**src/rtl/enemy_hit_judge.sv**
```systemverilog
// Player/enemy-bullet hit judge: overlap test, lives, invulnerability window and game-over FSM.
// Optional macro HIT_BLINK_EN blinks the player plane while invulnerable.
module enemy_hit_judge #(
   parameter int LIVES_INIT    = 3,
   parameter int INVULN_FRAMES = 60,
   parameter int PLANE_W       = 40,
   parameter int PLANE_H       = 40
) (
   input  logic       clk,
   input  logic       rst,
   input  logic       frame_tick,
   input  logic [9:0] eb_x,
   input  logic [9:0] eb_y,
   input  logic       enemybullet_exist,
   input  logic [9:0] pp_x,
   input  logic [9:0] pp_y,
   output logic       collide,
   output logic       player_hit,
   output logic [2:0] lives,
   output logic       invuln,
   output logic       game_over,
   output logic       player_visible
);

   typedef enum logic [1:0] {
      ALIVE  = 2'd0,
      INVULN = 2'd1,
      OVER   = 2'd2
   } state_t;

   state_t      state_r;
   logic [7:0]  cnt_r;
`ifdef HIT_BLINK_EN
   logic [1:0]  blink_r;
`endif

   logic [10:0] ex_s, ey_s, px_s, py_s, sy_s;
   logic        overlap_s;
   logic        hit_s;

   // Overlap of the 10x40 bullet box (virtual y shifted by one screen) with the plane box.
   always_comb begin
      ex_s = {1'b0, eb_x};
      ey_s = {1'b0, eb_y};
      px_s = {1'b0, pp_x};
      py_s = {1'b0, pp_y};
      sy_s = ey_s - 11'd480;
      overlap_s = (ey_s >= 11'd480) && (ey_s <= 11'd960)
               && (ex_s < px_s + 11'(PLANE_W)) && (ex_s + 11'd10 > px_s)
               && (sy_s < py_s + 11'(PLANE_H)) && (sy_s + 11'd40 > py_s);
      hit_s = frame_tick && enemybullet_exist && overlap_s && collide && (state_r == ALIVE);
   end

   // Life/invulnerability FSM with the collide handshake and all registered outputs.
   always_ff @(posedge clk or negedge rst) begin
      if (!rst) begin
         state_r        <= ALIVE;
         lives          <= 3'(LIVES_INIT);
         cnt_r          <= 8'd0;
         collide        <= 1'b1;
         player_hit     <= 1'b0;
         invuln         <= 1'b0;
         game_over      <= 1'b0;
         player_visible <= 1'b1;
`ifdef HIT_BLINK_EN
         blink_r        <= 2'd0;
`endif
      end else begin
         player_hit <= 1'b0;
         // Bullet stage acknowledges by retiring the bullet; release on that edge.
         if (!collide && !enemybullet_exist) begin
            collide <= 1'b1;
         end
         case (state_r)
            ALIVE: begin
               if (hit_s) begin
                  lives      <= lives - 3'd1;
                  player_hit <= 1'b1;
                  collide    <= 1'b0;
                  if (lives == 3'd1) begin
                     state_r        <= OVER;
                     game_over      <= 1'b1;
                     player_visible <= 1'b0;
                  end else begin
                     state_r <= INVULN;
                     cnt_r   <= 8'(INVULN_FRAMES);
                     invuln  <= 1'b1;
`ifdef HIT_BLINK_EN
                     player_visible <= 1'b0;
                     blink_r        <= 2'd0;
`endif
                  end
               end
            end
            INVULN: begin
               if (frame_tick) begin
                  cnt_r <= cnt_r - 8'd1;
                  if (cnt_r == 8'd1) begin
                     state_r <= ALIVE;
                     invuln  <= 1'b0;
`ifdef HIT_BLINK_EN
                     player_visible <= 1'b1;
`endif
                  end else begin
`ifdef HIT_BLINK_EN
                     blink_r <= blink_r + 2'd1;
                     if (blink_r == 2'd3) begin
                        player_visible <= ~player_visible;
                     end
`endif
                  end
               end
            end
            OVER: begin
               game_over      <= 1'b1;
               player_visible <= 1'b0;
            end
            default: begin
               state_r <= ALIVE;
            end
         endcase
      end
   end

endmodule

```
**config.mk**
```make
export PLATFORM = sky130hd
export DESIGN_NAME = enemy_hit_judge
export DESIGN_NICKNAME = d
export VERILOG_FILES = /design/src/rtl/enemy_hit_judge.sv
export SDC_FILE = /design/constraint.sdc
export NUM_CORES = 1
export LEC_CHECK = 0
export CORE_UTILIZATION = 45
export DETAILED_ROUTE_END_ITERATION = 7
export HOLD_SLACK_MARGIN = 0.06
export PLACE_DENSITY = 0.73
export SYNTH_ARGS = -nofsm -noshare
export SYNTH_HDL_FRONTEND = slang
export SYNTH_SLANG_ARGS = --single-unit
```
**constraint.sdc**
```tcl
create_clock -name clk -period 3.1 [get_ports clk]
set_input_delay 0.31 -clock clk [delete_from_list [all_inputs] [get_ports clk]]
set_output_delay 0.31 -clock clk [all_outputs]
set_load 0.05 [all_outputs]
```
* Word level (Yosys, flattened, before mapping) *
Index checks and enable logic that the tools add are counted.

operators by class
  add/subtract/negate cells = 7
  multiply operators = 0
  div/mod/pow operators = 0
  $lt $le $gt $ge = 6
  eq/ne operators = 9
  shifts and indexed selects = 0
  muxes and demuxes = 25
  bitwise operators = 1
  reduce and logical (&&, ||, !) cells = 20

operators by type and width
  operator                                                                              count
  8-bit 2-to-1 mux                                                                      3
  10-bit by 6-bit adder with 11-bit output, second input constant                       2
  11-bit by 10-bit > comparator with 1-bit output                                       2
  8-bit one-hot mux with 2 select lines                                                 1
  1-bit 2-to-1 mux                                                                      13
  10-bit by 4-bit adder with 11-bit output, second input constant                       1
  11-bit by 6-bit adder with 11-bit output, second input constant                       1
  10-bit by 11-bit < comparator with 1-bit output                                       1
  11-bit < comparator                                                                   1
  10-bit by 9-bit subtractor with 11-bit output, second input constant                  1
  10-bit by 9-bit greater-or-equal comparator with 1-bit output, second input constant  1
  10-bit less-or-equal comparator, second input constant                                1
  1-bit logical AND                                                                     10
  8-bit by 1-bit == test with 1-bit output, second input constant                       1
  2-bit 2-to-1 mux                                                                      4
  2-bit inequality test, second input constant                                          4
  4-bit AND reduction                                                                   2
  8-bit by 1-bit subtractor with 8-bit output, second input constant                    1
  1-bit one-hot mux with 2 select lines                                                 3
  2-bit one-hot mux with 3 select lines                                                 1
  5-bit AND reduction                                                                   1
  2-bit nonzero test                                                                    2
  3-bit by 1-bit == test with 1-bit output, second input constant                       1
  3-bit AND reduction                                                                   1
  8 further kinds                                                                       9

storage, ports and cells
  flip-flop bits (word level) = 18
  bits in latches = 0
  bits in writable memories = 0
  ROM bits = 0
  bits of input ports = 44
  output and inout port bits = 8
  logic and storage cells = 76
  memories kept = 0

* Logic depth before layout (Yosys ltp) *
  word-level depth = 11
  depth in mapped cells = 13

* Least setup slack after synthesis *
No wires, ideal clock.

  path kind = input port to flip-flop
  start = input port eb_y[5]
  end = register cnt_r[3]
  arrival time = 2677 ps
  required time = 2976 ps
  setup slack = 299 ps
  cell stages on the path = 11
  path buffers = 0
  cells stage by stage = ha_1 -> xnor2_1 -> nor3_1 -> xnor2_1 -> ha_1 -> a21o_1 -> a211oi_1 -> a2bb2oi_1 -> nor4_4 -> and2_2 -> o31a_1

between the ends
  word-level cells in the longest chain between the ends = 11

RTL lines
  element                                                                                line  source
  start, declared                                                                        13    input logic [9:0] eb_y,
  branches (longest 5 deep; another with 10-bit by 9-bit subtractor with 11-bit output)  --
  1-bit logical AND *                                                                    50    && (sy_s < py_s + 11'(PLANE_H)) && (sy_s + 11'd40 > py_s);
  1-bit logical AND * (3 in series)                                                      51    hit_s = frame_tick && enemybullet_exist && overlap_s && collide && (state_r == ALIVE);
  2-bit inequality test (no source line) *                                               --
  4-bit AND reduction (no source line) *                                                 --
  end signal, assigned                                                                   86    cnt_r <= 8'(INVULN_FRAMES);
  end signal, assigned                                                                   97    cnt_r <= cnt_r - 8'd1;
  end, declared                                                                          32    logic [7:0] cnt_r;

Every way passes the cells marked *.
A chain may end at the register's enable or synchronous reset.

* Worst setup path after layout *
  start = input port eb_y[4]
  end = register cnt_r[6]

Same word-level chain as after synthesis.

==> flow_summary.ini <==
[worst_setup_path]
critical_path_arrival_ns = 3.18
critPathMaxFanout = 6
endpoint_kind = register
crit_required_ns = 3.24
critical_path_class = primary input to register
critical_path.startpoint_type = primary input

[drt]
routed_via_density = 5.41
drt_iter0_markers = 116
drt-pass1-iter-count = 4
routedWlPerCell_um = 14.9
total_number_of_vias = 2495
post-route-drc-count = 0
route.antenna.remaining_nets = 0
finalWirelength_um = 6890

[cts]
hold_buffers = 0
clock_sinks = 18
clock_slew_at_the_register_clock_pins_of_the_worst_setup_and_hold_paths_ns = 0.07
number_of_levels_the_h_tree_was_split_into = 1
clk_latency_ns = 0.26
cts_made_buffers = 3
cts_tree = done
clock-root-buffer = sky130_fd_sc_hd__clkbuf_8
clockBufferDepth = 2

[layout]
diode_insertion_count_for_antenna_repair = 0
fillerInstances = 354
areaGrowthSynthToFinish_pct = 54.6
final_layout_size_suffix_gt1_frac = 0.259
post-route-util = 0.747
final_net_count = 487

[power]
p_leak_nw = 1.82
p_per_area_mw_per_mm2 = 364
max-vdd-ir-drop_v = 0.000467

[timing]
clock.fmax_mhz = 329
timing.final.crit_share = 0.980
finalHoldWorstSlack_ns = 0.485
timing.final.hold_violations = 0
relSlewSlack = 0.431
final.setup.worst_slack_ns = 0.0618
slew_viol_final = 0
tightestPinTransition_ns = 0.851
fin_skew_ns = 0.00209
period_minus_slack_ns = 3.04
report.final.setup_viol = 0

[global_route]
grt_pass1_wl_um = 10200
overflow = 0
largest_net_degree_at_the_start_of_global_routing = 19
antenna_found_initial = 0
first_global_vias = 2379
global_router_s_overall_resource_usage = 0.239

[die]
die_outline_width_um = 74.4
rows = 25
floorplan.io_pins = 52
initial_utilization = 0.483
dieArea_mm2 = 0.00553
die_h_um = 74.4
core-area_mm2 = 0.00488

[run]
cap_violations = 0

[place]
gp_congestion = 0.936
pre_cts_ws_ns = -0.469
place_hpwl_um = 5210
numPortBuffers = 51

[synthesis]
number_of_flops_mapped_to_enable_cells_by_yosys = 0
synthFlopType = sky130_fd_sc_hd__dfrtp_1
yosys.area_share.adder = 0.255
yosys.cell_types.count = 48
async_sr_flop_fraction = 1.00
ys_seq_area_frac = 0.193
synth_compound_area_frac = 0.190
synthesis.instances = 283
syn_nets = 375
area_share_of_xor_xnor_cells_in_the_synthesized_design = 0.100
synthesis.area_per_instance_um2 = 8.33
synthMuxAreaShare = 0.00850
yosys_warnings = 0
main_combinational_cell_family_by_area_after_synthesis = adder cells
synthesis.area_mm2 = 0.00236
seq_cells_post_synth = 18
simple_gate_portion_of_the_synthesized_area = 0.193

[worst_hold_path]
worstHoldPathType = register to register

[status]
outcome = complete, no violations
==> layout by cell type (no fill, tap or decap), drive strengths merged, types with 2 or more instances in the layout <==
| master | count |
|---|---|
| clkbuf | 6 |
| dfstp | 4 |
| a21o | 4 |
| o21ai | 12 |
| inv | 36 |
| dfrtp | 14 |
| nand3b | 4 |
| nand4 | 7 |
| clkdlybuf4s50 | 37 |
| a221o | 2 |
| nor3 | 11 |
| o21a | 2 |
| o21bai | 4 |
| nand3 | 9 |
| and2 | 4 |
| a31o | 2 |
| ha | 48 |
| or3 | 2 |
| o2111ai | 2 |
| a21oi | 20 |
| nor2b | 3 |
| nor2 | 14 |
| a211oi | 8 |
| dlymetal6s2s | 11 |
| xor2 | 7 |
| nand2 | 15 |
| nor4 | 3 |
| and3 | 3 |
| mux2i | 2 |
| xnor2 | 20 |
| buf | 58 |
| nand2b | 3 |
==> worst max-delay path, stage by stage <==
cell and delay [ns]:
sky130_fd_sc_hd__clkdlybuf4s50_1 0.54, sky130_fd_sc_hd__a21boi_1 0.12, sky130_fd_sc_hd__nor3_2 0.27, sky130_fd_sc_hd__xnor2_1 0.13, sky130_fd_sc_hd__ha_1 0.34, sky130_fd_sc_hd__o21a_1 0.14
sky130_fd_sc_hd__o21a_1 0.11, sky130_fd_sc_hd__o32ai_1 0.07, sky130_fd_sc_hd__a2bb2oi_1 0.14, sky130_fd_sc_hd__buf_4 0.15, sky130_fd_sc_hd__nor4_4 0.35, sky130_fd_sc_hd__buf_4 0.20
sky130_fd_sc_hd__nor3b_2 0.04, sky130_fd_sc_hd__a221o_1 0.28
==> state kept, by name, summed over array words and instances, names as in the netlist <==
register,cells
player_visible,1
player_hit,1
cnt_r,8
collide,1
invuln,1
lives,3
game_over,1
state_r,2
==> cells by family after synthesis <==
kind of cell,count (synthesis)
XOR/XNOR,27
AO/OA/AOI/OAI,67
flip-flops,18
multiplexers,2
adder cells (fa/ha/maj),48
buffers and inverters,38
AND/OR/NAND/NOR,83
==> report_power, final <==
group	internal, W	switching (W)	total (W)
Clock	0.000113	0.0000820	0.000195
Combinational	0.000360	0.000367	0.000727
Sequential	0.000311	0.0000948	0.000406
==> cells in the mapped netlist, drive strengths merged, types with 2 or more instances <==
cell type / n / area share
ha: 48 / 0.25
inv: 36 / 0.057
a21oi: 20 / 0.042
xnor2: 20 / 0.074
nand2: 15 / 0.024
dfrtp: 14 / 0.15
nor2: 14 / 0.022
o21ai: 12 / 0.025
nor3: 11 / 0.023
nand3: 9 / 0.019
a211oi: 8 / 0.025
nand4: 7 / 0.019
xor2: 7 / 0.026
a21o: 4 / 0.013
and2: 4 / 0.011
dfstp: 4 / 0.045
nand3b: 4 / 0.013
o21bai: 4 / 0.013
and3: 3 / 0.0080
nand2b: 3 / 0.0080
nor2b: 3 / 0.0080
nor4: 3 / 0.014
a221o: 2 / 0.0085
a31o: 2 / 0.0074
clkbuf: 2 / 0.0032
mux2i: 2 / 0.0085
o2111ai: 2 / 0.0074
o21a: 2 / 0.0064
or3: 2 / 0.0053
==> metal layers <==
metal  GRT usage  share of wire
met5           0              0
met4      0.0461          0.014
met3      0.0203          0.051
met2       0.435           0.50
met1       0.309           0.43
==> stage by stage <==
stage          instance area, µm²  TNS [ns]  power, W  cells
3_5_place_dp                 3350     -5.45   0.00107    453
3_3_place_gp                 3350     -4.89   0.00105    453
4_1_cts                      3430   -0.0362   0.00129    458
6_report                     3640         0   0.00133    461
2_1_floorplan                2360         0  0.000799    283
5_1_grt                      3640   -0.0932   0.00142    461
==> final timing paths <==
| path | startpoint | endpoint | slack [ns] | cells past startpoint |
|---|---|---|---|---|
| min in group asynchronous | rst | state_r[0] | 0.54 | 1 |
| max reg2reg | collide | cnt_r[6] | 0.77 | 8 |
| max in group asynchronous | rst | player_hit | 2.04 | 1 |
| min | game_over | game_over | 0.49 | 1 |
| max | eb_y[4] | cnt_r[6] | 0.06 | 14 |
| min reg2reg | game_over | game_over | 0.49 | 1 |
==> what timing repair did <==
| action | CTS | global route |
|---|---|---|
| pin swaps | 5 | 19 |
| endpoints found under the setup margin | 16 | 16 |
| gates resized for setup | 13 | 46 |
| setup buffers | 1 | 3 |
==> area by class of cell <==
cell class,count,area [µm²],share of cell area
Multi-Input combinational cell,227,1950,0.536
Timing Repair Buffer,109,962,0.264
Sequential cell,18,455,0.125
Inverter,36,135,0.0371
Tap cell,67,83.8,0.0230
Clock buffer,4,55.1,0.0151
Note: power is estimated with default switching activity, not from simulation.
==> RTL edit 1, RTL diff (same flow settings) <==
Add a define of `HIT_BLINK_EN`.
--- a/src/rtl/enemy_hit_judge.sv
+++ b/src/rtl/enemy_hit_judge.sv
@@ -1,5 +1,7 @@
 // Player/enemy-bullet hit judge: overlap test, lives, invulnerability window and game-over FSM.
 // Optional macro HIT_BLINK_EN blinks the player plane while invulnerable.
+`define HIT_BLINK_EN
+
 module enemy_hit_judge #(
    parameter int LIVES_INIT    = 3,
    parameter int INVULN_FRAMES = 60,
Function: changed (Yosys sat finds a counterexample within 4 cycles, from zero or initial values and one cycle with rst low).
==> RTL edit 1 against the unedited design <==
Clock power up 3%. Area after synthesis up 9.9%. Setup slack better by 0.071 ns. Fmax up 2.4%. Register-to-register slack better by 0.23 ns. Final area up 3.8%. Total power down 34%. Sequential cell count up 2. Routed wire length down 5.5%. Worst hold slack worse by 0.0069 ns. Largest cell class unchanged. Largest power group unchanged.
==> RTL edit 1: results (changes against the unedited design) <==
outcome=finished clean (unchanged); Post-synth top cells=ha_1 (49), inv_1 (38), a21oi_1 (21) (was ha_1 (48), inv_1 (36), a21oi_1 (20), xnor2_1 (20), nand2_1 (15)); GR Util met1=0.285 (was 0.309); top flop regs=cnt_r (8), lives (3) (was cnt_r (8), lives (3), state_r (2)); Filler Cells Inserted=464 (was 354); Unique masters post-synth=49 (was 48); largest net degree at the start of global routing=21 (was 19); CP peak stage delay=0.43 ns (was 0.54 ns); Net Sw Power=279 uW (was 543 uW); Critical Path AT=3.17 ns (was 3.18 ns); Worst-Margin Slew=0.882 ns (was 0.851 ns); fin nets=506 (was 487); leakage power=1.78 nW (was 1.82 nW); Cells on Worst Hold Path=1 (unchanged); Hold WC Path Type=reg2reg (unchanged); met2 Usage GRT=0.411 (was 0.435); CP Max Fanout=4 (was 6); sequential-to-total area share from yosys stat=0.195 (was 0.193); Max clock buf depth=2 (unchanged); CP max-delay cell=clkdlybuf4s50_1 (unchanged); final clock skew=0.00155 ns (was 0.00209 ns); dpl ws=-0.312 ns (was -0.469 ns); grt met3 use=0.0153 (was 0.0203); share of layout cells above drive strength 1=0.226 (was 0.259); ant diodes=0 (unchanged); Root Buffer=clkbuf_8 (unchanged); CTS H-Tree Depth=1 (unchanged); vias in the first global route=2,518 (was 2,379); DR iter-0 viols=111 (was 116); HPWL after DPL=5380 microns (was 5210 microns); router iterations before antenna repair=4 (unchanged); placed cell areas=3550 sq um (was 3350 sq um); syn nets=399 (was 375); first-pass GRT wire length=11,000 microns (was 10,200 microns); maximum VDD drop=0.177 mV (was 0.467 mV); gp weighted congestion=0.888 (was 0.936); most area-consuming cells after synthesis=ha_1 (24%), dfrtp_1 (15%), xnor2_1 (6.4%) (was ha_1 (25%), dfrtp_1 (15%), xnor2_1 (7.4%)); GRT Total Usage=0.224 (was 0.239); via count=2,583 (was 2,495); DRT Wirelength=6510 microns (was 6890 microns)
-- RTL edit 1: cell count changes in the layout (fill, tap and decap cells not counted), sizes merged, moves of 3 or more --
cell,change
o31a,+4
a211oi,-5
o21bai,-4
o21ai,+4
clkdlybuf4s50,+10
dlymetal6s2s,-7
buf,-4
nand2,+4
a31oi,+8
and2,-3
-- RTL edit 1: cell families (layout without fill, tap and decap cells) --
| group | after synthesis | count (layout) | share of synthesized area |
|---|---|---|---|
| simple gates | 92 | 92 | 0.211 |
| compound gates | 76 | 76 | 0.203 |
| fa+ha+maj | 49 | 49 | 0.237 |
| buf+inv | 41 | 147 | 0.0594 |
| xor+xnor | 27 | 27 | 0.0913 |
| flops | 20 | 20 | 0.195 |
| mux | 1 | 1 | 0.00386 |
-- RTL edit 1: path summary, 6_finish.rpt --
| path | startpoint | to | slack, ns |
|---|---|---|---|
| max | pp_y[3] | cnt_r[4] | 0.13 |
| min | invuln | invuln | 0.48 |
| max reg2reg | collide | cnt_r[4] | 1.00 |
| min reg2reg | invuln | invuln | 0.48 |
| max in group asynchronous | rst | cnt_r[5] | 2.02 |
| min in group asynchronous | rst | lives[2] | 0.55 |
-- RTL edit 1: final cells by class --
type | instances | area [sq um] | share of cell area
sequential | 20 | 505 | 0.134
tap | 72 | 90.1 | 0.0238
multi-input combinational | 245 | 2060 | 0.544
clock buffer | 4 | 55.1 | 0.0146
inverter | 38 | 143 | 0.0377
timing repair buffer | 105 | 931 | 0.246
-- RTL edit 1: routing by layer --
layer	vias to the layer above	part of all wire
met5	-	0
met4	0	0.011
met3	7	0.024
met2	56	0.51
met1	1199	0.45
li1	1321	-
-- RTL edit 1: power by group through the flow --
stage                     Clock, mW  Combinational, mW  Sequential, mW
after floorplan                   0              0.196           0.266
after global placement            0              0.369           0.266
after detailed placement          0              0.377           0.266
after CTS                     0.201              0.383           0.261
after global routing          0.219              0.455           0.261
final                         0.201              0.407           0.261
-- RTL edit 1: worst register-to-register path, delay by kind of cell (launching register included) --
kind,cells,cell delay [ns]
AND/OR/NAND/NOR,3,0.56
buffers and inverters,2,0.37
AO/OA/AOI/OAI,3,0.55
flip-flops,1,0.55
-- RTL edit 1: per-stage QoR --
stage,std cells,utilization
after floorplan,306,-
after global placement,475,0.640
after detailed placement,475,0.640
after CTS,481,0.658
after global routing,484,0.682
final,484,0.682
-- RTL edit 1: timing repair --
item	CTS	global route
endpoints found under the setup margin	1	20
hold buffers	0	0
endpoints found under the hold margin	0	0
cloned	0	1
setup buffers	3	2
pin swaps	5	12
resized for setup	8	25
==> RTL edit 2, RTL diff (same settings) <==
Without the edit above. Re-encode `state_t` (3 states) as one-hot, 3 bits wide.
--- a/src/rtl/enemy_hit_judge.sv
+++ b/src/rtl/enemy_hit_judge.sv
@@ -22,10 +22,10 @@
    output logic       player_visible
 );
 
-   typedef enum logic [1:0] {
-      ALIVE  = 2'd0,
-      INVULN = 2'd1,
-      OVER   = 2'd2
+   typedef enum logic [2:0] {
+      ALIVE  = 3'b001,
+      INVULN = 3'b010,
+      OVER   = 3'b100
    } state_t;
 
    state_t      state_r;
Behaviour: no difference found for any inputs over 10 cycles, from zero or initial values and one cycle with rst low; not proved beyond that.
==> RTL edit 2 against the unedited design <==
Final area up 1.1%. Sequential cell count up 1. Sequential power down 5.2%. Clock skew about the same. Total power down 8.4%. Setup slack better by 0.051 ns. Routed wire length down 11%. Clock power down 12%. Area after synthesis up 1.6%. Critical path depth unchanged. Die area up 1.6%. Critical endpoint is now cnt_r[5]. Highest routed layer unchanged.
==> RTL edit 2: results (changes against the unedited design) <==
Unique masters post-synth=50 (was 48); Power Dens Cells=330 nW/um^2 (was 364 nW/um^2); Net Sw Power=484 uW (was 543 uW); Gates resized, CTS repair=8 (was 13); final clock skew=0.00222 ns (was 0.00209 ns); fin nets=491 (was 487); outcome=finished clean (unchanged); Worst-Margin Slew=0.793 ns (was 0.851 ns); Filler Cells Inserted=382 (was 354); top flop regs=cnt_r (8), lives (3), state_r (3) (was cnt_r (8), lives (3), state_r (2)); fraction of area in multi-input gates=0.528 (was 0.536); gp weighted congestion=0.836 (was 0.936); GRT Total Usage=0.220 (was 0.239); most area-consuming cells after synthesis=ha_1 (25%), dfrtp_1 (15%), xnor2_1 (5.9%) (was ha_1 (25%), dfrtp_1 (15%), xnor2_1 (7.4%)); maximum VDD drop=0.232 mV (was 0.467 mV); seq_cells=19 (was 18); DRT Wirelength=6100 microns (was 6890 microns); largest net degree at the start of global routing=20 (was 19); non-clk buf share=0.268 (was 0.264); cell family with most CP delay=simple AND/OR/NAND/NOR gates (was buffers and inverters); Sequential Area=482 sq um (was 455 sq um); multi-input gates=226 (was 227); leakage power=1.80 nW (was 1.82 nW); inverters=37 (was 36); CP peak stage delay=0.51 ns (was 0.54 ns); first-pass GRT wire length=9620 microns (was 10,200 microns); sequential-to-total area share from yosys stat=0.201 (was 0.193); ClkCell Share=0.0122 (was 0.0151); Post-synth top cells=ha_1 (48), inv_1 (37), nor2_1 (18) (was ha_1 (48), inv_1 (36), a21oi_1 (20), xnor2_1 (20), nand2_1 (15)); via count=2,439 (was 2,495); HPWL after DPL=4830 microns (was 5210 microns); Critical Path AT=3.17 ns (was 3.18 ns); dpl ws=-0.452 ns (was -0.469 ns); share of layout cells above drive strength 1=0.271 (was 0.259); CP Max Fanout=8 (was 6)
[RTL edit 2: cell types whose count changed after synthesis, sizes merged, moves of 4 or more]
cell    change
a211oi      -6
a31oi       +4
nand2       -6
nand3       +5
nor2        +5
o21bai      -4
[RTL edit 2: path summary, 6_finish.rpt]
| path | from | endpoint | slack, ns | depth (start not counted) |
|---|---|---|---|---|
| worst max-delay path | eb_x[5] | cnt_r[5] | 0.11 | 14 |
| worst min-delay path | game_over | game_over | 0.47 | 1 |
| worst max register to register | state_r[0] | cnt_r[5] | 0.92 | 7 |
| worst min register to register | game_over | game_over | 0.47 | 1 |
| max in group asynchronous | rst | invuln | 2.10 | 1 |
| min in group asynchronous | rst | lives[2] | 0.51 | 1 |
[RTL edit 2: metal layers]
metal  GRT usage  part of all wire  routed length (microns)
met4      0.0566             0.019                      115
met5           0                 0                        0
met1       0.271              0.43                     2640
met3      0.0134             0.029                      176
met2       0.414              0.52                     3170
[RTL edit 2: cells by family after synthesis]
group,after synthesis,share of synthesized area
buf+inv,38,0.0596
compound gates,65,0.181
flops,19,0.201
xor+xnor,27,0.105
fa+ha+maj,48,0.251
simple gates,83,0.190
mux,3,0.0125
[RTL edit 2: power groups by stage]
stage               Combinational, mW  Sequential, mW  Clock, mW
floorplan                       0.308           0.436          0
global placement                0.597           0.383          0
detailed placement              0.615           0.387          0
CTS                             0.624           0.383      0.175
global route                    0.734           0.394      0.181
finish                          0.659           0.385      0.172
[RTL edit 2: metrics by stage]
step                      cells  TNS, ns  instance area, sq um
after global placement      461    -5.17                  3420
after detailed placement    461    -6.50                  3420
final                       468        0                  3680
after global routing        468   -0.232                  3680
after floorplan             283        0                  2390
after CTS                   466        0                  3490
